**config.mk**
```make
export PLATFORM = sky130hd
export DESIGN_NAME = av2_ref_pixel_server
export DESIGN_NICKNAME = d
export VERILOG_FILES = /design/src/rtl/av2_ref_pixel_server.sv
export SDC_FILE = /design/constraint.sdc
export NUM_CORES = 1
export LEC_CHECK = 0
export ABC_AREA = 1
export CAP_MARGIN = 20
export CELL_PAD_IN_SITES_DETAIL_PLACEMENT = 1
export CELL_PAD_IN_SITES_GLOBAL_PLACEMENT = 1
export CORE_MARGIN = 2
export CORE_UTILIZATION = 37
export CTS_CLUSTER_SIZE = 25
export DETAILED_ROUTE_END_ITERATION = 7
export HOLD_SLACK_MARGIN = 0.12
export PLACE_DENSITY_LB_ADDON = 0.12
export SETUP_SLACK_MARGIN = 0.4
export SLEW_MARGIN = 20
export SYNTH_ARGS = -nofsm -noshare
export SYNTH_HDL_FRONTEND = slang
export SYNTH_SLANG_ARGS = --single-unit
```
**constraint.sdc**
```tcl
create_clock -name clk -period 3.6 [get_ports clk]
set_input_delay 0.54 -clock clk [delete_from_list [all_inputs] [get_ports clk]]
set_output_delay 0.54 -clock clk [all_outputs]
set_load 0.005 [all_outputs]
```
**src/rtl/av2_ref_pixel_server.sv**
```systemverilog
// -----------------------------------------------------------------------------
// av2_ref_pixel_server
//
// Answers single-pixel reference reads from motion compensation. Requests are
// queued in a small FIFO as absolute word addresses. They are issued to frame
// memory with a bounded number of reads in flight, and the pixels come back in
// request order. A flush throws away the queue and drains the reads that are
// still in flight, then pulses flush_done.
//
// Ports
//   clk, rst_n                  clock, synchronous active-low reset
//   ref_frame_base[31:0]        word base of the reference frame
//   ref_read_en, ref_read_addr  request strobe and pixel offset from the base
//   ref_read_ready              request accepted when ref_read_en is also high
//   ref_pixel_data[9:0]         returned pixel (holds its value between pulses)
//   ref_pixel_valid             one-cycle pulse per returned pixel
//   flush / flush_done          abort everything / drain-complete pulse
//   drop_err                    sticky: a strobe arrived while not ready
//   mem_req, mem_addr, mem_gnt  memory read issue handshake
//   mem_rvalid, mem_rdata       in-order read data; only bits [9:0] are used
//
// Optional feature macro: AV2_REF_LAST_HIT_EN
//   When this macro is defined, the block keeps the last returned (address,
//   pixel) pair. A repeated read that arrives while the block is idle is
//   answered from that pair without a memory access.
// -----------------------------------------------------------------------------
module av2_ref_pixel_server #(
  parameter int REQ_DEPTH       = 4,
  parameter int MAX_OUTSTANDING = 4
) (
  input  logic        clk,
  input  logic        rst_n,
  input  logic [31:0] ref_frame_base,
  input  logic        ref_read_en,
  input  logic [31:0] ref_read_addr,
  output logic        ref_read_ready,
  output logic [9:0]  ref_pixel_data,
  output logic        ref_pixel_valid,
  input  logic        flush,
  output logic        flush_done,
  output logic        drop_err,
  output logic        mem_req,
  output logic [31:0] mem_addr,
  input  logic        mem_gnt,
  input  logic        mem_rvalid,
  input  logic [15:0] mem_rdata
);

  localparam int PW = $clog2(REQ_DEPTH);

  typedef enum logic {RUN = 1'b0, DRAIN = 1'b1} state_e;

  state_e        state_q;
  logic [31:0]   fifo_q [REQ_DEPTH];
  logic [PW-1:0] wr_ptr_q, rd_ptr_q;
  logic [PW:0]   count_q, count_d;
  logic [3:0]    outst_q, outst_d;
  logic          pix_valid_q, flush_done_q, drop_err_q;
  logic [9:0]    pix_data_q;

  logic          fifo_full, fifo_empty;
  logic          accept, push, pop, ret, hit_take;
  logic [31:0]   req_addr;
  logic          unused_rdata_hi;

  assign unused_rdata_hi = ^mem_rdata[15:10];

  // The 32-bit add wraps modulo 2^32 by construction.
  assign req_addr   = ref_frame_base + ref_read_addr;
  assign fifo_full  = (count_q == (PW+1)'(REQ_DEPTH));
  assign fifo_empty = (count_q == '0);

  assign ref_read_ready = (state_q == RUN) && !fifo_full;
  // A strobe in the same cycle as a flush is dropped: the flush clears the queue anyway.
  assign accept   = ref_read_en && ref_read_ready && !flush;
  assign push     = accept && !hit_take;

  assign mem_req  = (state_q == RUN) && !fifo_empty && (outst_q < 4'(MAX_OUTSTANDING));
  assign mem_addr = fifo_q[rd_ptr_q];
  assign pop      = mem_req && mem_gnt;
  // Read data that arrives with nothing in flight is stale (for example, after a reset), so it is ignored.
  assign ret      = mem_rvalid && (outst_q != 4'd0);

  assign outst_d  = outst_q + 4'(pop) - 4'(ret);
  assign count_d  = count_q + (PW+1)'(push) - (PW+1)'(pop);

  assign ref_pixel_valid = pix_valid_q;
  assign ref_pixel_data  = pix_data_q;
  assign flush_done      = flush_done_q;
  assign drop_err        = drop_err_q;

`ifdef AV2_REF_LAST_HIT_EN
  // This queue holds the addresses of reads in flight, so that each return can be paired with its address.
  logic [31:0] infl_q [16];
  logic [3:0]  infl_wr_q, infl_rd_q;
  logic        hit_valid_q;
  logic [31:0] hit_addr_q;
  logic [9:0]  hit_pix_q;

  assign hit_take = accept && fifo_empty && (outst_q == 4'd0) && hit_valid_q &&
                    (hit_addr_q == req_addr);

  always_ff @(posedge clk) begin
    if (!rst_n) begin
      infl_wr_q   <= '0;
      infl_rd_q   <= '0;
      hit_valid_q <= 1'b0;
      hit_addr_q  <= '0;
      hit_pix_q   <= '0;
    end else begin
      if (pop) begin
        infl_q[infl_wr_q] <= mem_addr;
        infl_wr_q         <= infl_wr_q + 4'd1;
      end
      if (ret) infl_rd_q <= infl_rd_q + 4'd1;
      // Data that returns during a drain belongs to an aborted context and must not refill the register.
      if (state_q == RUN && flush) begin
        hit_valid_q <= 1'b0;
      end else if (state_q == RUN && ret) begin
        hit_valid_q <= 1'b1;
        hit_addr_q  <= infl_q[infl_rd_q];
        hit_pix_q   <= mem_rdata[9:0];
      end
    end
  end
`else
  assign hit_take = 1'b0;
`endif

  // NOTE: registered state uses non-blocking assignments only; the FIFO storage
  // array is deliberately left out of reset because the pointers decide what is valid.
  always_ff @(posedge clk) begin
    if (push) fifo_q[wr_ptr_q] <= req_addr;
  end

  always_ff @(posedge clk) begin
    if (!rst_n) begin
      state_q      <= RUN;
      wr_ptr_q     <= '0;
      rd_ptr_q     <= '0;
      count_q      <= '0;
      outst_q      <= '0;
      pix_valid_q  <= 1'b0;
      pix_data_q   <= '0;
      flush_done_q <= 1'b0;
      drop_err_q   <= 1'b0;
    end else begin
      pix_valid_q  <= 1'b0;
      flush_done_q <= 1'b0;
      outst_q      <= outst_d;
      if (ref_read_en && !ref_read_ready) drop_err_q <= 1'b1;

      case (state_q)
        RUN: begin
          if (flush) begin
            state_q  <= DRAIN;
            wr_ptr_q <= '0;
            rd_ptr_q <= '0;
            count_q  <= '0;
          end else begin
            wr_ptr_q <= wr_ptr_q + PW'(push);
            rd_ptr_q <= rd_ptr_q + PW'(pop);
            count_q  <= count_d;
            if (ret) begin
              pix_valid_q <= 1'b1;
              pix_data_q  <= mem_rdata[9:0];
            end
`ifdef AV2_REF_LAST_HIT_EN
            else if (hit_take) begin
              pix_valid_q <= 1'b1;
              pix_data_q  <= hit_pix_q;
            end
`endif
          end
        end
        DRAIN: begin
          if (outst_q == 4'd0) begin
            state_q      <= RUN;
            flush_done_q <= 1'b1;
          end
        end
        default: state_q <= RUN;
      endcase
    end
  end

endmodule

```
Word level (Yosys, flattened, before mapping)
Memory sizes are Yosys's and may differ from the RTL's. A register that Yosys moved wholly into a read port is not among the register bits.
Index checks and enable logic that the tools add are counted.
Cells by class
  add/sub/neg operators: 7
  magnitude comparators: 1
  equality and inequality tests: 1
  multiplexer cells: 12
  bitwise gates (word level): 3
  reductions and logical operators: 18
Operators with widths (count)
  adder 32 bit: 1
  logical AND 1 bit: 8
  2-to-1 mux 2 bit: 4
  2-to-1 mux 1 bit: 6
  adder 2 x 1 -> 2 bit: 2
  adder 4 x 1 -> 4 bit: 1
  logical NOT 1 bit: 4
  logical NOT 4 bit: 1
  < comparator 4 x 3 -> 1 bit, second input constant: 1
  nonzero test 4 bit: 1
  subtractor 4 x 1 -> 4 bit: 1
  adder 3 x 1 -> 3 bit: 1
  equality test 3 bit, second input constant: 1
  logical NOT 3 bit: 1
  2-to-1 mux 3 bit: 1
  NOT 1 bit: 3
  AND reduction 3 bit: 1
  OR reduction 3 bit: 1
  subtractor 3 x 1 -> 3 bit: 1
  case mux 1 bit (2 select lines): 1
  AND reduction 2 bit: 1
Storage, ports and cells
  bits in registers: 25
  bits in writable memories: 128
  input port bits: 86
  output and inout port bits: 47
  logic and storage cells: 52
  memories: 1
Memory list
  fifo_q: words 4, width 32, rd ports 1, clocked after memory_dff 1, wr ports 1, line 54  | logic [31:0] fifo_q [REQ_DEPTH];

Logic depth before layout (Yosys ltp)
Gate-level depths: netlist of run 1.
  word-level depth: 9
  mapped depth: 14
  depth with buffers taken out: 14

Worst setup path before layout of run 1
Ideal clock, no wire load.
  kind: register to register
  from: register count_q[1]
  to: memory fifo_q[0][0] (enable)
  setup time: 461 ps
  data arrival time: 3041 ps
  setup slack: 98 ps
  stages on the path, launching flop included: 5
  buffers on the path: 0
  path through: dfxtp_1 > nor3_1 > nor2_1 > nand3_1 > nor3_1
Between the ends
  longest elaborated chain between the ends: 7
Ends and longest elaborated chain
  from (decl): line 56  | logic [PW:0] count_q, count_d;
  from (signal assigned): line 163  | count_q <= count_d;
  equality test 3 bit: line 70  | assign fifo_full = (count_q == (PW+1)'(REQ_DEPTH));
  logical NOT 1 bit: line 73  | assign ref_read_ready = (state_q == RUN) && !fifo_full;
  logical AND 1 bit: line 73
  net ref_read_ready: line 36  | output logic ref_read_ready,
  logical AND 1 bit (2 in series): line 75  | assign accept = ref_read_en && ref_read_ready && !flush;
  2-to-1 mux 1 bit: line 133  | if (push) fifo_q[wr_ptr_q] <= req_addr;
  2-to-1 mux 1 bit (implied by the code): line 133
  to (decl): line 54
The timed path passes the listed nets, and every way through them passes these cells.

==> results of run 1 <==
cell usage in the layout (no fill, tap or decap):
master	synthesis	routed
xor2_1	16	16
bufinv_16	0	1
nor2_2	2	2
ha_1	41	41
nor3_1	12	8
inv_6	0	6
or2_2	1	1
and3_1	1	1
o21ai_0	66	66
edfxtp_1	128	128
fa_1	3	3
a22oi_1	2	2
o22ai_1	32	32
nor3_2	1	5
o21bai_1	2	2
nand3_2	3	3
nand4_1	5	5
nand2_2	9	9
a21oi_1	37	37
dfxtp_1	27	26
dfxtp_2	0	1
a21boi_0	1	1
nand2_1	245	245
xnor2_1	2	2
clkbuf_16	0	17
inv_2	2	2
o21ai_1	4	4
clkinv_1	1	2
nor2_1	113	113
clkinvlp_4	0	5
nand3_1	36	36
clkinv_2	0	1
clkdlybuf4s50_1	0	126
inv_1	131	131
buf_4	1	10
buf_12	0	1
clkinv_4	0	1
a21o_1	1	1
worst min path at each step:
stage | slack [ns] | endpoint | start | cells past startpoint
floorplan | 0.45 | drop_err | drop_err | 2
global placement | 0.44 | drop_err | drop_err | 2
detailed placement | 0.45 | drop_err | drop_err | 2
CTS | 0.46 | drop_err | drop_err | 2
global route | 0.49 | ref_pixel_data[9] | ref_pixel_data[9] | 2
finish | 0.45 | drop_err | drop_err | 2
final cells by class:
| class | instances | area [um^2] | area share, % |
|---|---|---|---|
| Sequential cell | 155 | 4385 | 42.06 |
| Multi-Input combinational cell | 635 | 3268 | 31.35 |
| Timing Repair Buffer | 137 | 1356 | 13.01 |
| Inverter | 134 | 503.0 | 4.824 |
| Clock buffer | 17 | 425.4 | 4.080 |
| Tap cell | 280 | 350.3 | 3.360 |
| Clock inverter | 15 | 137.6 | 1.320 |
Yosys cell counts (2+ instances only):
master | n | share of area (%)
edfxtp_1 | 128 | 47
o21ai_1 | 4 | 0.24
a21oi_1 | 37 | 2.2
fa_1 | 3 | 0.73
xnor2_1 | 2 | 0.21
inv_1 | 131 | 6.0
nand2_2 | 9 | 0.68
nand3_2 | 3 | 0.36
nor3_1 | 12 | 0.73
nand4_1 | 5 | 0.38
dfxtp_1 | 27 | 6.6
o22ai_1 | 32 | 2.4
clkbuf_1 | 15 | 0.68
o21bai_1 | 2 | 0.18
inv_2 | 2 | 0.091
o21ai_0 | 66 | 4.0
nand3_1 | 36 | 2.2
ha_1 | 41 | 6.2
xor2_1 | 16 | 1.7
nor2_2 | 2 | 0.15
nor2_1 | 113 | 5.1
nand2_1 | 245 | 11
buf_2 | 7 | 0.42
a22oi_1 | 2 | 0.18
power breakdown:
| group | internal [mW] | switching [mW] |
|---|---|---|
| logic | 0.394 | 0.564 |
| registers | 2.09 | 0.0339 |
| clock network | 0.960 | 0.732 |
| total | 3.44 | 1.33 |
sequential cells by signal, summed over array words and instances (netlist names), 2 cells and up, named ones only:
| signal | cells |
|---|---|
| outst_q | 4 |
| rd_ptr_q | 2 |
| fifo_q | 128 |
| wr_ptr_q | 2 |
| ref_pixel_data | 10 |
| count_q | 3 |
worst reg2reg max path, cell delays in order (launching register included):
cell	delay [ns]
dfxtp_1	0.52
inv_1	0.19
nand2_1	0.12
a21oi_1	0.06
nand2_1	0.09
inv_1	0.08
ha_1	0.29
inv_1	0.06
ha_1	0.14
inv_1	0.05
fa_1	0.37
or2_2	0.30
nand4_1	0.06
o21ai_0	0.08
logic make-up after synthesis:
group / synth area share (%)
and+or+nand+nor: 21.07
buffers and inverters: 7.407
DFF: 53.19
AOI/OAI and AO/OA: 9.472
adders and majority gates: 6.952
xor gates and xnor gates: 1.913
metal layers:
metal / share of wire (%) / vias up / global-route usage (%)
li1: - / 3394 / -
met1: 44 / 3272 / 23.03
met2: 51 / 131 / 34.16
met3: 3.2 / 28 / 2.694
met4: 2.0 / 0 / 6.437
met5: 0 / - / 0
metrics by stage:
step	worst slack, ns	instance area, um^2	utilization, %	cells	total power [mW]
after floorplan	0.09817	8243	-	949	2.713
after global placement	0.7149	9863	45.20	1341	3.092
after detailed placement	0.6779	9863	45.20	1341	3.123
after CTS	0.5172	10430	47.78	1373	4.823
after global routing	0.4115	10430	47.78	1373	5.015
final	0.5352	10430	47.78	1373	4.771
==> summary.md, run 1 <==
| Metric | Value |
|---|---|
| Number of flops mapped to enable cells by yosys | `128` |
| Crit-path leading delay family | `buffers and inverters` |
| Final Cycle Share | `85.13%` |
| Setup Buffers After CTS | `0` |
| Number of diodes | `0` |
| Status | `finished clean` |
| Vias/cell | `4.971` |
| Most frequently used flop master after synthesis | `edfxtp_1` |
| Worst path depth | `4` |
| Slew @ Worst Pin | `0.5284 ns` |
| CTS Root Cell | `clkbuf_16` |
| Final setup fails | `0` |
| R2R setup slack | `1.08 ns` |
| Distinct cells, synth | `33` |
| Clk_lat worst skew | `0.42 ns` |
| Syn Area/Cell | `8.686 um^2` |
| Hold crit path type | `flip-flop to flip-flop` |
| Post-synthesis instance total | `949` |
| Ratio of cells with drive above 1 in the final layout | `5.947%` |
| TritonCTS clock tree | `done` |
| Fill cells | `2547` |
| Core area | `21820 um^2` |
| Site Rows | `54` |
| Hold slack | `0.4542 ns` |
| Arrival time worst endpoint | `2.52 ns` |
| Via Count | `6825` |
| CP Buf/Inv Count | `2` |
| Die X | `153.3 um` |
| Hold_buf cts | `0` |
| Starting density of the core | `37.77%` |
| Ys Warns | `0` |
| Largest net degree at the start of global routing | `47` |
| Setup TNS Final | `0 ns` |
| Remaining DRCs | `0` |
| Antenna violations before repair | `0` |
| Hold Vio Cnt, Final | `0` |
| Remaining Overflow, GRT | `0` |
| Dpl hpwl | `15.71 mm` |
| CTS Buffer Depth | `2` |
| Wire per inst | `15.85 um` |
| CTS Sinks | `155` |
| R2R Path Start | `state_q` |
| Total Routing Usage GR | `18.90%` |
| Unrepaired setup endpoints after global routing | `false` |
| Critical path endpoint | `mem_addr[12]` |
| CTS clk-pin slew, worst paths | `0.06 ns` |
| Fmax | `0.3263 GHz` |
| MaxCap Viol Count | `0` |
| Final Max Slew Viols | `0` |
| Num ports | `133` |
| Tmin final | `3.065 ns` |
| Leak | `4.494 nW` |
| Kind of critical path | `flip-flop to primary output` |
| Cells along the critical path | `buf_4, o21ai_0, o22ai_1, clkdlybuf4s50_1` |
| Global-route wire length before repair | `35.25 mm` |
| Async S/R FF share, synth | `0%` |
| PD cells | `457.6 nW/um^2` |
| CTS resizes | `0` |
| CTS HTree Levels | `4` |
| Synthesized net count | `1079` |
| Reg-to-reg endpoint | `count_q[2]` |
| R2R depth | `13` |
| CP endpoint kind | `primary output` |
| Drt pass-1 iters | `4` |
| Register bit total from synthesis | `155` |
| Initial DRC count | `286` |
| Worst path slowest cell | `dfxtp_2` |
| Critical Path RT | `3.06 ns` |
| Port bufs | `126` |
| Slowest stage delay, CP | `0.57 ns` |
| VDD IR max | `338.6 uV` |
| Synth-to-Final Area Change | `26.49%` |
| Total die area | `23490 um^2` |
| ANT nets after route | `0` |
| Die Ht | `153.3 um` |
| Sequential area share after synthesis | `53.19%` |
| GPL Wtd Cong | `0.7883` |
| DRT Wirelength | `21.76 mm` |
| Vias in the first global route | `6976` |
| CTS buffer count | `17` |
| Worst clock skew | `0.01136 ns` |
| Mapped Area | `8243 um^2` |
| Slew headroom | `64.77%` |
| Crit path max fanout | `46` |
| Final net count | `1210` |
| CP Launch Type | `flip-flop` |
(Power assumes the default switching activity.)
==> run 2, diff against run 1 <==
Settings changed: SKIP_CTS_REPAIR_TIMING set to 1.
==> results of run 2 <==
No change in the layout: final DEF, timing and power equal those of run 1.
==> run 3, diff against run 2 <==
Settings changed: GPL_TIMING_DRIVEN set to 0.
==> summary.md, run 3 (synthesis results as in run 1) <==
| Metric | Value |
|---|---|
| PD cells | `452.8 nW/um^2` |
| Fmax | `0.3282 GHz` |
| CTS HTree Levels | `4` |
| VDD IR max | `287.3 uV` |
| Remaining Overflow, GRT | `0` |
| Initial DRC count | `298` |
| DRT Wirelength | `22.78 mm` |
| Vias in the first global route | `7041` |
| Unrepaired setup endpoints after global routing | `false` |
| Slew @ Worst Pin | `0.7946 ns` |
| GPL Wtd Cong | `0.7845` |
| R2R Path Start | `count_q[1]` |
| CTS Buffer Depth | `2` |
| Commonest non-fill, non-tap cell in the layout | `nand2_1` |
| Remaining DRCs | `0` |
| Crit path max fanout | `10` |
| Largest net degree at the start of global routing | `17` |
| Worst slack at placement | `0.5877 ns` |
| Most flop-heavy register | `fifo_q` |
| Arrival time worst endpoint | `2.51 ns` |
| Hold crit path type | `primary input to flip-flop` |
| Clk_lat worst skew | `0.42 ns` |
| CTS Root Cell | `clkbuf_16` |
| Reg-to-reg endpoint | `fifo_q[2][22]` |
| Synth-to-Final Area Change | `28.48%` |
| Crit-path leading delay family | `buffers and inverters` |
| Slowest stage delay, CP | `0.56 ns` |
| Worst clock skew | `0.009786 ns` |
| Total Routing Usage GR | `19.74%` |
| Tot Pwr | `4.795 mW` |
| Num ports | `133` |
| Final Cycle Share | `84.63%` |
| CTS Sinks | `155` |
| Critical Path RT | `3.06 ns` |
| Die X | `153.3 um` |
| Final worst setup slack | `0.5534 ns` |
| Hold path depth | `3` |
| Hold path endpoint | `outst_q[1]` |
| Drt pass-1 iters | `4` |
| DP Area | `10020 um^2` |
| Min-delay src | `rst_n` |
| MaxCap Viol Count | `0` |
| R2R depth | `7` |
| Ratio of cells with drive above 1 in the final layout | `7.213%` |
| Site Rows | `54` |
| Cells along the critical path | `buf_2, inv_2, clkbuf_1, o21ai_0, o22ai_1, clkdlybuf4s50_1` |
| Hold Vio Cnt, Final | `0` |
| Leak | `4.597 nW` |
| Largest register FFs | `128` |
| Total die area | `23490 um^2` |
| Slew headroom | `46.74%` |
| Port bufs | `125` |
| R2R setup slack | `1.05 ns` |
| Antenna violations before repair | `0` |
| CTS clk-pin slew, worst paths | `0.07 ns` |
| Starting density of the core | `37.77%` |
| CP Buf/Inv Count | `4` |
| Final net count | `1240` |
| Kind of critical path | `flip-flop to primary output` |
| Commonest non-fill, non-tap cells in the layout | `nand2_1, inv_1, edfxtp_1` |
| Wire per inst | `16.23 um` |
| TritonCTS clock tree | `done` |
| Vias/cell | `4.945` |
| CTS buffer count | `17` |
| Status | `finished clean` |
| Setup TNS Final | `0 ns` |
| Final Instance Area | `10590 um^2` |
| Die Ht | `153.3 um` |
| ANT nets after route | `0` |
| Number of diodes | `0` |
| Fill cells | `2562` |
| CP endpoint kind | `primary output` |
| Tmin final | `3.047 ns` |
| Worst path slowest cell | `clkdlybuf4s50_1` |
| CP Launch Type | `flip-flop` |
| Via Count | `6938` |
| Final Max Slew Viols | `0` |
| Final setup fails | `0` |
| Dpl hpwl | `17.53 mm` |
| Global-route wire length before repair | `36.57 mm` |
| Core area | `21820 um^2` |
==> run 3: worst reg2reg max path, cell delays in order (launching register included) <==
cell,delay (ns)
dfxtp_1,0.43
nor3_1,0.10
nor2_1,0.13
nand3_1,0.27
nor3_2,0.69
buf_4,0.33
buf_6,0.18
buf_6,0.15
==> run 3: metrics by stage <==
stage,hold WS (ns),util (%),cells
2_1_floorplan,0.4466,-,949
3_3_place_gp,0.4381,45.11,1354
3_5_place_dp,0.4572,45.92,1371
4_1_cts,0.4162,48.51,1403
5_1_grt,0.4499,48.53,1403
6_report,0.4134,48.53,1403
==> run 3: routing by layer <==
layer	share of wire, %	wire, um	vias to the layer above	global-route usage [%]
li1	-	-	3452	-
met1	45	10230	3334	25.28
met2	51	11510	128	35.35
met3	3.2	725	24	2.410
met4	1.4	310	0	5.071
met5	0	0	-	0
==> run 3: area by class of cell <==
| class | instances | area (um^2) | area share [%] |
|---|---|---|---|
| Sequential cell | 155 | 4384 | 41.40 |
| Multi-Input combinational cell | 635 | 3268 | 30.86 |
| Timing Repair Buffer | 142 | 1409 | 13.30 |
| Inverter | 134 | 503.0 | 4.750 |
| Clock buffer | 18 | 429.2 | 4.052 |
| Tap cell | 280 | 350.3 | 3.308 |
| Clock inverter | 14 | 135.1 | 1.276 |
| Buffer | 25 | 111.4 | 1.052 |
==> run 3: how the worst max path moves through the flow <==
stage	startpoint	endpoint	slack, ns	cells after the start
5_1_grt	flip-flop	mem_addr[18]	0.40	6
2_1_floorplan	count_q[1]	fifo_q[0][0]	0.1	4
3_5_place_dp	flush	fifo_q[2][29]	0.59	7
3_3_place_gp	flush	fifo_q[3][30]	-2.41	4
6_report	flip-flop	mem_addr[16]	0.55	6
4_1_cts	flip-flop	mem_addr[11]	0.47	6
==> run 3: power by group <==
| group | switching [mW] | internal, mW | total, mW |
|---|---|---|---|
| combinational | 0.568 | 0.400 | 0.968 |
| sequential | 0.0279 | 2.09 | 2.11 |
| clock | 0.748 | 0.964 | 1.71 |
